--- config.mk ---
export PLATFORM = sky130hd
export DESIGN_NAME = result_streamer
export DESIGN_NICKNAME = d
export VERILOG_FILES = /design/src/rtl/result_streamer.sv
export SDC_FILE = /design/constraint.sdc
export NUM_CORES = 1
export LEC_CHECK = 0
export CORE_ASPECT_RATIO = 1.2
export CORE_MARGIN = 3
export CORE_UTILIZATION = 45
export DETAILED_ROUTE_END_ITERATION = 6
export GPL_TIMING_DRIVEN = 0
export PLACE_DENSITY = 0.84
export RECOVER_POWER = 50
export SLEW_MARGIN = 10
export SYNTH_ARGS = -nofsm -noshare
export SYNTH_HDL_FRONTEND = slang
export SYNTH_SLANG_ARGS = --single-unit
--- constraint.sdc ---
create_clock -name clk -period 3.05 [get_ports clk]
set_input_delay 0.7625 -clock clk [delete_from_list [all_inputs] [get_ports clk]]
set_output_delay 0.7625 -clock clk [all_outputs]
set_load 0.01 [all_outputs]
--- src/rtl/result_streamer.sv ---
// Drives one run of the parallel multiplier, then streams its n x n result
// in row-major order over a valid/ready port with row-end and last flags.
`timescale 1ns/1ps
module result_streamer #(
    parameter int n     = 10,
    parameter int n_len = $clog2(n)
) (
    input  logic             clk,
    input  logic             rst,
    input  logic             start,
    output logic             mul_start,
    input  logic             mul_done,
    output logic [n_len-1:0] z_i,
    output logic [n_len-1:0] z_j,
    input  logic [31:0]      z_out,
    output logic [31:0]      out_data,
    output logic             out_valid,
    input  logic             out_ready,
    output logic             out_row_end,
    output logic             out_last,
    output logic             busy
);

    localparam logic [n_len-1:0] LAST = n_len'(n - 1);

    typedef enum logic [2:0] {
        S_IDLE,
        S_LAUNCH,
        S_WAIT,
        S_STREAM,
        S_FLUSH
    } state_t;

    state_t     r_state;
    state_t     w_next;
    logic [1:0] r_guard;
    logic       w_load;
    logic       w_accept;
    logic       w_at_end;
    logic       w_row_end;

    assign w_accept  = out_valid && out_ready;
    assign w_load    = (r_state == S_STREAM) && (!out_valid || out_ready);
    assign w_row_end = (z_j == LAST);
    assign w_at_end  = (z_i == LAST) && w_row_end;
    assign busy      = (r_state != S_IDLE);

    always_comb begin
        w_next    = r_state;
        mul_start = 1'b0;
        case (r_state)
            S_IDLE:   if (start) w_next = S_LAUNCH;
            S_LAUNCH: begin
                mul_start = 1'b1;
                w_next    = S_WAIT;
            end
            // The guard masks a done flag left high by the previous run.
            S_WAIT:   if (r_guard == 2'd2 && mul_done) w_next = S_STREAM;
            S_STREAM: if (w_load && w_at_end) w_next = S_FLUSH;
            S_FLUSH:  if (w_accept) w_next = S_IDLE;
            default:  w_next = S_IDLE;
        endcase
    end

    always_ff @(posedge clk) begin
        if (rst) begin
            r_state     <= S_IDLE;
            r_guard     <= 2'd0;
            z_i         <= '0;
            z_j         <= '0;
            out_data    <= '0;
            out_valid   <= 1'b0;
            out_row_end <= 1'b0;
            out_last    <= 1'b0;
        end else begin
            r_state <= w_next;

            if (r_state == S_LAUNCH)
                r_guard <= 2'd0;
            else if (r_state == S_WAIT && r_guard != 2'd2)
                r_guard <= r_guard + 2'd1;

            if (w_load) begin
                out_data    <= z_out;
                out_valid   <= 1'b1;
                out_row_end <= w_row_end;
                out_last    <= w_at_end;
                if (w_at_end) begin
                    z_i <= '0;
                    z_j <= '0;
                end else if (w_row_end) begin
                    z_i <= z_i + 1'b1;
                    z_j <= '0;
                end else begin
                    z_j <= z_j + 1'b1;
                end
            end else if (r_state == S_FLUSH && w_accept) begin
                out_valid   <= 1'b0;
                out_row_end <= 1'b0;
                out_last    <= 1'b0;
            end
        end
    end

endmodule

==> results of run 1 <==
-- kinds of logic after synthesis --
family,after synthesis,synth area share
compound gates,55,0.146
fa+ha+maj,5,0.0322
buf+inv,23,0.0535
flops,48,0.495
simple gates,109,0.273
-- per-layer routing --
layer | routed length (um) | GRT usage | vias up
met2 | 2350 | 0.336 | 60
met3 | 306 | 0.0434 | 5
met5 | 0 | 0 | -
met4 | 49 | 0.0711 | 0
li1 | - | - | 982
met1 | 2010 | 0.222 | 840
-- power groups by stage --
| stage | Combinational [mW] | Sequential, mW | Clock [mW] |
|---|---|---|---|
| 2_1_floorplan | 0.0528 | 0.665 | 0 |
| 3_3_place_gp | 0.134 | 0.662 | 0 |
| 3_5_place_dp | 0.136 | 0.663 | 0 |
| 4_1_cts | 0.136 | 0.648 | 0.407 |
| 5_1_grt | 0.144 | 0.650 | 0.432 |
| 6_report | 0.132 | 0.648 | 0.393 |
-- state kept, by name, indices dropped and copies added, names as in the netlist --
name,count
r_state,3
z_i,4
r_guard,2
out_valid,1
out_last,1
out_row_end,1
z_j,4
out_data,32
-- per-stage QoR --
stage / utilization / total power [mW] / setup slack (ps) / std cells / hold WS [ps]
CTS: 0.720 / 1.19 / 467 / 382 / 458
detailed placement: 0.696 / 0.799 / 622 / 374 / 445
floorplan: - / 0.718 / 1280 / 240 / 472
global route: 0.717 / 1.23 / 407 / 382 / 470
global placement: 0.696 / 0.797 / 670 / 374 / 441
finish: 0.717 / 1.17 / 503 / 382 / 452
-- path summary, 6_finish.rpt --
kind,startpoint,end,cells after the start,slack [ps]
setup / recovery,r_state[0]$_SDFFE_PP0P_,busy,3,500
hold / removal,out_data[7]$_SDFFE_PP0P_,out_data[7]$_SDFFE_PP0P_,2,450
setup reg to reg,z_j[0]$_SDFFE_PP0P_,z_i[3]$_SDFFE_PP0P_,6,1160
hold reg to reg,out_data[7]$_SDFFE_PP0P_,out_data[7]$_SDFFE_PP0P_,2,450
-- worst register-to-register path: stages, from the launching register on --
cell      delay, ps
dfxtp_1         460
ha_1            180
and3b_2         270
nand4_4         120
clkbuf_1        220
or4_1           500
o21ai_1          80
-- layout by cell type, fill, tap and decap left out, types with 2 or more instances in the layout --
master           count
or4_1                2
nor4_1               4
clkdlybuf4s50_1     42
clkinvlp_4           2
a21oi_1             45
dfxtp_1             48
o21ai_1              2
clkbuf_1            11
inv_1                6
ha_1                 5
nand4b_1             2
buf_2                6
o21ai_0              5
clkbuf_8             6
nand2_1             70
or3_1                5
dlygate4sd3_1       38
nand2b_1             2
and3_1               2
nand3_1              5
nor2_1               5
-- final cells by class --
cell class / instances / area [um2]
plain buffers: 17 / 71.3
inverters: 6 / 22.5
repair buffers: 80 / 801
clock buffers: 6 / 82.6
clock inverters: 2 / 15.0
flip-flops and latches: 48 / 961
fillers: 328 / 1140
multi-input cells: 169 / 871
well taps: 54 / 67.6
==> results.txt, run 1 <==
clock buffer depth: 2
clock power share: 0.335
Core ar.: 4040 um2
Setup Crit Path Kind: register to primary output
family with the most delay on the worst path: buffers and inverters
crit end category: primary output
Worst VDD drop: 0.311 mV
drt pass-1 iters: 4
H-tree depth: 2
post_cts resized: 0
gr usage total: 0.191
Top FF cell, synth: dfxtp_1
Async SR Flop Fraction: 0
switching portion of total power: 0.233
MaxCap Viol Count: 0
most common cell in the netlist: nand2_1
final std cell area, no fill: 2890 um2
Worst-Margin Slew: 501 ps
DRC viols: 0
Iter 0 DRT Violations: 66
via count: 1887
Final Wtd Congestion: 0.779
post-DP HPWL: 3530 um
clock latency on the worst-skew pair: 300 ps
Pint: 899 uW
# clock sinks: 48
Placed Area: 2810 um2
Cell variety after synth: 34
critical path cell sequence: buf_2 > or3_2 > clkdlybuf4s50_1
clock skew: 8.75 ps
CTS tree: yes
Slew Limit Fails: 0
Buf/Inv on CP: 2
status: finished clean
layout cells sized above 1: 0.0579
Post-synth EDFFs: 0
post-CTS setup buffer count: 0
Post-synth top cells: nand2_1, dfxtp_1, a21oi_1, buf_2, clkbuf_1
Synth Area per Inst: 8.09 um2
chip width: 65.9 um
min Tclk post-route: 2550 ps
Sum Neg Setup Slack: 0 ps
yosys warns: 0
PwrDens: 406 nW/um2
routed len/inst: 12.3 um
post-synth top area cell: dfxtp_1
Finish-stage setup viols: 0
post-DR vias/cell: 4.94
largest net degree at the start of global routing: 16
Final Hold Fails: 0
Post-Syn Nets: 282
vias in the first global route: 1811
critical path's slowest cell: clkdlybuf4s50_1
Combinational Power Share: 0.112
part of the cycle the worst path needs: 0.835
clock slew at reported path FFs: 90 ps
site row count: 25
I/O pin total: 82
Post-CTS Hold Buffers: 0
CP startpoint kind: register
die area: 5140 um2
Starting Density: 0.481
grt total ovfl: 0
global-route wire length before repair: 7860 um
ANT nets after route: 0
worst-path fanout max: 10
Yosys top cell area share: 0.495
Peak Freq: 393 MHz
Post-Syn Area: 1940 um2
DRT Wirelength: 4710 um
HP Class: register to register
Arr. time, crit path: 1780 ps
Nets: 369
flops & latches, synth: 48
net switching power: 274 uW
max incr delay on CP: 490 ps
number of diodes: 0
area grow syn2layout: 49.0%
Lkg Pwr: 1.10 nW
Clk Tree Root Cell: clkbuf_8
Syn Inst Count: 240
CTS buffer count: 5
Synth area leaders: dfxtp_1, nand2_1, a21oi_1, ha_1, buf_2
Slew HR: 0.666
Seq pwr share: 0.553
initial antenna violation count: 0
RSZ-0062 raised after global routing: no
Die Height: 77.9 um
Req. time, crit path: 2290 ps
Seq/Total Area, Yosys: 0.495
port bufs: 80
Power figures use the tool's default switching activity.
==> run 2: changes to the inputs <==
--- a/config.mk
+++ b/config.mk
@@ -7,10 +7,10 @@
 export LEC_CHECK = 0
 export CORE_ASPECT_RATIO = 1.2
 export CORE_MARGIN = 3
-export CORE_UTILIZATION = 45
+export CORE_UTILIZATION = 38
 export DETAILED_ROUTE_END_ITERATION = 6
 export GPL_TIMING_DRIVEN = 0
-export PLACE_DENSITY = 0.84
+export PLACE_DENSITY = 0.76
 export RECOVER_POWER = 50
 export SLEW_MARGIN = 10
 export SYNTH_ARGS = -nofsm -noshare
==> constraint.sdc (replaced) <==
create_clock -name clk -period 2.23 [get_ports clk]
set_input_delay 0.5575 -clock clk [delete_from_list [all_inputs] [get_ports clk]]
set_output_delay 0.5575 -clock clk [all_outputs]
set_load 0.01 [all_outputs]
==> results.txt, run 2 (same netlist as run 1, synthesis figures left out) <==
status: finished clean
switching portion of total power: 0.238 (+0.00473)
Clk Tree Root Cell: clkbuf_8
post-DR vias/cell: 4.88 (-1.1%)
Nets: 369 (unchanged)
PwrDens: 544 nW/um2 (+34%)
initial antenna violation count: 0 (unchanged)
top sig layer: met4
R2R Setup Slk: 370 ps (-790 ps)
clock slew at reported path FFs: 90 ps (about the same)
number of diodes: 0 (unchanged)
Worst VDD drop: 0.320 mV (+2.9%)
Lkg Pwr: 1.11 nW (+0.72%)
part of the cycle the worst path needs: 0.950
Iter 0 DRT Violations: 68 (+3.0%)
MaxCap Viol Count: 0 (unchanged)
Final Wtd Congestion: 0.733 (-5.9%)
fin cells: 385 (+0.79%)
layout cells sized above 1: 0.0581 (+0.000177)
Peak Freq: 472 MHz
Setup Crit Path Kind: register to primary output
I/O pin total: 82 (unchanged)
most flop-heavy register: out_data
Starting Density: 0.407 (-0.0735)
via count: 1880 (-0.37%)
placed cells: 378 (+1.1%)
WL met3: 410 um (+34%)
global-route wire length before repair: 7800 um (-0.79%)
crit end category: primary output
site row count: 27 (+8.0%)
Finish-stage setup viols: 0 (unchanged)
routed wl met2: 2150 um (-8.4%)
Req. time, crit path: 1670 ps (-620 ps)
die area: 6000 um2 (+17%)
RSZ-0062 raised after global routing: no
port bufs: 80 (unchanged)
CTS tree: yes
post-DP HPWL: 3530 um (about the same)
Seq pwr share: 0.568 (+0.015)
Combinational Power Share: 0.114 (+0.002)
min-delay src: out_data[13]$_SDFFE_PP0P_
routed len/inst: 12.4 um (+0.42%)
clock buffer depth: 2 (unchanged)
R2R cell count: 6 (unchanged)
H-tree depth: 2 (unchanged)
grt total ovfl: 0 (unchanged)
CP startpoint kind: register
RR Startpoint: z_j[0]$_SDFFE_PP0P_
ANT nets after route: 0 (unchanged)
gr usage total: 0.160 (-0.0316)
critical path cell sequence: clkbuf_1 > or3_2 > dlygate4sd2_1
Hold Path Stages: 2 (unchanged)
Final Hold Fails: 0 (unchanged)
vias in the first global route: 1716 (-5.2%)
min Tclk post-route: 2120 ps
DRT Wirelength: 4770 um (+1.2%)
max incr delay on CP: 440 ps (-50 ps)
Die Height: 84.3 um (+8.1%)
capturing point of the worst reg2reg path: z_i[3]$_SDFFE_PP0P_
largest registers: out_data (32), z_i (4), z_j (4)
Pint: 1.19 mW (+32%)
chip width: 71.2 um (+8.0%)
HP Class: register to register
Slew Limit Fails: 0 (unchanged)
Core ar.: 4760 um2 (+18%)
CTS buffer count: 5 (unchanged)
worst-path fanout max: 10 (unchanged)
net switching power: 372 uW (+36%)
critical path's slowest cell: or3_2
DRC viols: 0 (unchanged)
Worst-Margin Slew: 521 ps (+20.2 ps)
Slew HR: 0.652 (-0.0134)
# clock sinks: 48 (unchanged)
clock latency on the worst-skew pair: 300 ps (about the same)
max reg flops: 32 (unchanged)
clock power share: 0.318 (-0.017)
post-CTS setup buffer count: 0 (unchanged)
Arr. time, crit path: 1560 ps (-220 ps)
area grow syn2layout: 48.0%
clock skew: 6.04 ps (-2.72 ps)
commonest non-fill, non-tap cell in the layout: nand2_1
Met1 Routed Length: 2150 um (+6.8%)
most frequent cells in the layout: nand2_1, dfxtp_1, a21oi_1
Final Util: 0.603 (-0.114)
Hold Path End: out_data[13]$_SDFFE_PP0P_
drt pass-1 iters: 4 (unchanged)
largest net degree at the start of global routing: 15 (-1)
[run 2: area by class of cell]
cell class,count,area (um2)
fill,432,1890
sequential,48,961
multi-input combinational,169,861
timing repair buffer,80,798
buffer,17,75.1
tap,58,72.6
clock buffer,5,68.8
inverter,6,22.5
clock inverter,2,12.5
[run 2: critical path: cells and delay by family, from the launching register on]
kind / cells / cell delay, ps
buffers and inverters: 2 / 500
flip-flops: 1 / 320
AND/OR/NAND/NOR: 1 / 440
[run 2: power by group through the flow]
| stage | logic (mW) | clock network, mW | registers [mW] |
|---|---|---|---|
| floorplan | 0.0723 | 0 | 0.910 |
| global placement | 0.186 | 0 | 0.906 |
| detailed placement | 0.187 | 0 | 0.907 |
| CTS | 0.186 | 0.517 | 0.887 |
| global route | 0.195 | 0.550 | 0.889 |
| finish | 0.179 | 0.497 | 0.886 |
[run 2: worst max path at each step]
stage	start	end	slack, ps
3_5_place_dp	out_ready	out_data[10]$_SDFFE_PP0P_	-2
6_report	r_state[2]$_SDFFE_PP0P_	busy	110
5_1_grt	r_state[2]$_SDFFE_PP0P_	busy	30
3_3_place_gp	out_ready	out_last$_SDFFE_PP0P_	30
2_1_floorplan	z_j[0]$_SDFFE_PP0P_	z_i[3]$_SDFFE_PP0P_	580
4_1_cts	r_state[0]$_SDFFE_PP0P_	busy	80
[run 2: timing repair]
item	CTS	global route
setup endpoints to repair	2	0
hold buffers	0	0
gates resized for setup	4	0
[run 2: routing by layer]
layer  track usage  vias to the layer above
met1         0.204                      835
met2         0.244                       61
li1              -                      978
met4        0.0581                        0
met3        0.0611                        6
met5             0                        -
[run 2: through the flow]
| step | power (mW) | hold WS, ps | setup slack, ps | setup TNS, ps | cell area, um2 |
|---|---|---|---|---|---|
| finish | 1.56 | 452 | 112 | 0 | 2870 |
| global route | 1.63 | 476 | 34.0 | 0 | 2870 |
| CTS | 1.59 | 458 | 77.6 | 0 | 2900 |
| detailed placement | 1.09 | 445 | -2.44 | -2.44 | 2810 |
| global placement | 1.09 | 440 | 25.4 | 0 | 2810 |
| floorplan | 0.982 | 472 | 577 | 0 | 1940 |
==> run 3: changes to the inputs <==
==> constraint.sdc (replaced) <==
create_clock -name clk -period 2.23 [get_ports clk]
set_input_delay 0.5575 -clock clk [delete_from_list [all_inputs] [get_ports clk]]
set_output_delay 0.5575 -clock clk [all_outputs]
set_load 0.05 [all_outputs]
==> results.txt, run 3 (same netlist as run 1, synthesis figures left out) <==
clock power share: 0.329 (+0.011)
area grow syn2layout: 49.6%
DRC viols: 0 (unchanged)
critical path's slowest cell: clkdlybuf4s50_1
max incr delay on CP: 850 ps (+410 ps)
routed len/inst: 12.7 um (+2.3%)
Req. time, crit path: 1670 ps (about the same)
Slew Limit Fails: 0 (unchanged)
commonest non-fill, non-tap cell in the layout: clkdlybuf4s50_1
crit end category: primary output
RSZ-0062 raised after global routing: no
clock latency on the worst-skew pair: 300 ps (about the same)
chip width: 71.2 um (unchanged)
Core ar.: 4760 um2 (unchanged)
status: finished clean
Final Util: 0.609 (+0.00657)
Slew HR: 0.656 (+0.00388)
global-route wire length before repair: 8000 um (+2.7%)
I/O pin total: 82 (unchanged)
HP Class: register to register
Iter 0 DRT Violations: 67 (-1.5%)
clock slew at reported path FFs: 80 ps (about the same)
met1 Resource Use GR: 0.197 (-0.00649)
pre-CTS setup slack: -17.6 ps (-15.2 ps)
Final Hold Fails: 0 (unchanged)
Setup Crit Path Kind: register to primary output
part of the cycle the worst path needs: 0.955 (+0.00528)
ANT nets after route: 0 (unchanged)
CTS tree: yes
most frequent cells in the layout: clkdlybuf4s50_1, nand2_1, dfxtp_1
H-tree depth: 2 (unchanged)
Worst VDD drop: 0.291 mV (-8.8%)
Finish-stage setup viols: 0 (unchanged)
met2 Usage GRT: 0.273 (+0.0284)
max reg flops: 32 (unchanged)
via count: 1919 (+2.1%)
grt total ovfl: 0 (unchanged)
switching portion of total power: 0.245 (+0.00658)
DRT Wirelength: 4880 um (+2.3%)
CP startpoint kind: register
Die Height: 84.3 um (unchanged)
Arr. time, crit path: 1570 ps (about the same)
PwrDens: 573 nW/um2 (+5.4%)
grt met3 use: 0.0479 (-0.0132)
port bufs: 80 (unchanged)
Pint: 1.26 mW (+5.6%)
die area: 6000 um2 (unchanged)
clock skew: 8.49 ps (+2.46 ps)
Worst-Margin Slew: 514 ps (-7.43 ps)
Peak Freq: 470 MHz (-0.55%)
Seq pwr share: 0.533 (-0.035)
post-DP HPWL: 3610 um (+2.3%)
Lkg Pwr: 0.983 nW (-11%)
Most Crowded Layer GR: met2
post-DR vias/cell: 4.98 (+2.1%)
Nets: 369 (unchanged)
gr usage total: 0.165 (+0.00567)
site row count: 27 (unchanged)
Setup WS post-layout: 100 ps (-11.8 ps)
initial antenna violation count: 0 (unchanged)
critical path cell sequence: clkdlybuf4s50_1
Clk Tree Root Cell: clkbuf_8
worst-path fanout max: 6 (-4)
CTS buffer count: 5 (unchanged)
net switching power: 407 uW (+9.5%)
most flop-heavy register: out_data
Combinational Power Share: 0.138 (+0.024)
post-CTS setup buffer count: 0 (unchanged)
Final Wtd Congestion: 0.794 (+8.2%)
Sum Neg Setup Slack: 0 ps (unchanged)
layout cells sized above 1: 0.0703 (+0.0122)
family with the most delay on the worst path: buffers and inverters
largest registers: out_data (32), z_i (4), z_j (4)
Buf/Inv on CP: 1 (-1)
MaxCap Viol Count: 0 (unchanged)
number of diodes: 0 (unchanged)
Starting Density: 0.407 (unchanged)
Post-CTS Hold Buffers: 0 (unchanged)
largest net degree at the start of global routing: 14 (-1)
vias in the first global route: 1805 (+5.2%)
min Tclk post-route: 2130 ps (+11.8 ps)
clock buffer depth: 2 (unchanged)
# clock sinks: 48 (unchanged)
drt pass-1 iters: 4 (unchanged)
[run 3: cell count changes in the layout (fill, tap and decap cells not counted), moves of 2 or more]
| cell | delta |
|---|---|
| clkbuf_8 | +2 |
| clkbuf_2 | +4 |
| dlygate4sd2_1 | -2 |
| dlygate4sd3_1 | -37 |
| buf_2 | -2 |
| clkdlybuf4s50_1 | +37 |
[run 3: worst paths after layout]
kind                                   from                         to  slack [ps]  depth (start not counted)
setup / recovery        z_j[0]$_SDFFE_PP0P_                     z_j[0]         100                          1
hold / removal    out_data[23]$_SDFFE_PP0P_  out_data[23]$_SDFFE_PP0P_         450                          2
setup reg to reg        z_j[0]$_SDFFE_PP0P_        z_i[3]$_SDFFE_PP0P_         390                          6
hold reg to reg   out_data[23]$_SDFFE_PP0P_  out_data[23]$_SDFFE_PP0P_         450                          2
[run 3: final cells by class]
class                           count  area, um2
Timing Repair Buffer               80        797
Clock buffer                        7       96.3
Tap cell                           58       72.6
Multi-Input combinational cell    169        881
Fill cell                         450       1860
Sequential cell                    48        961
Buffer                             17       72.6
Inverter                            6       22.5
[run 3: per-stage QoR]
step / hold slack [ps] / instances / cell area, um2 / total power [mW]
2_1_floorplan: 472 / 240 / 1950 / 1.03
3_3_place_gp: 440 / 378 / 2820 / 1.14
3_5_place_dp: 446 / 378 / 2820 / 1.14
4_1_cts: 457 / 385 / 2920 / 1.69
5_1_grt: 474 / 385 / 2900 / 1.73
6_report: 455 / 385 / 2900 / 1.66
[run 3: power by group through the flow]
stage	Clock, mW	Sequential (mW)	Combinational (mW)
6_report	0.547	0.887	0.229
2_1_floorplan	0	0.944	0.0851
4_1_cts	0.565	0.887	0.233
3_3_place_gp	0	0.906	0.231
3_5_place_dp	0	0.907	0.232
5_1_grt	0.599	0.889	0.246
[run 3: what timing repair did]
item,4_1_cts,5_1_grt
resized for setup,6,2
endpoints found under the setup margin,2,1
endpoints found under the hold margin,0,0
[run 3: metal layers]
metal	vias to the layer above	wire length [um]
met2	75	2350
li1	976	-
met5	-	0
met3	2	394
met4	0	54
met1	866	2090
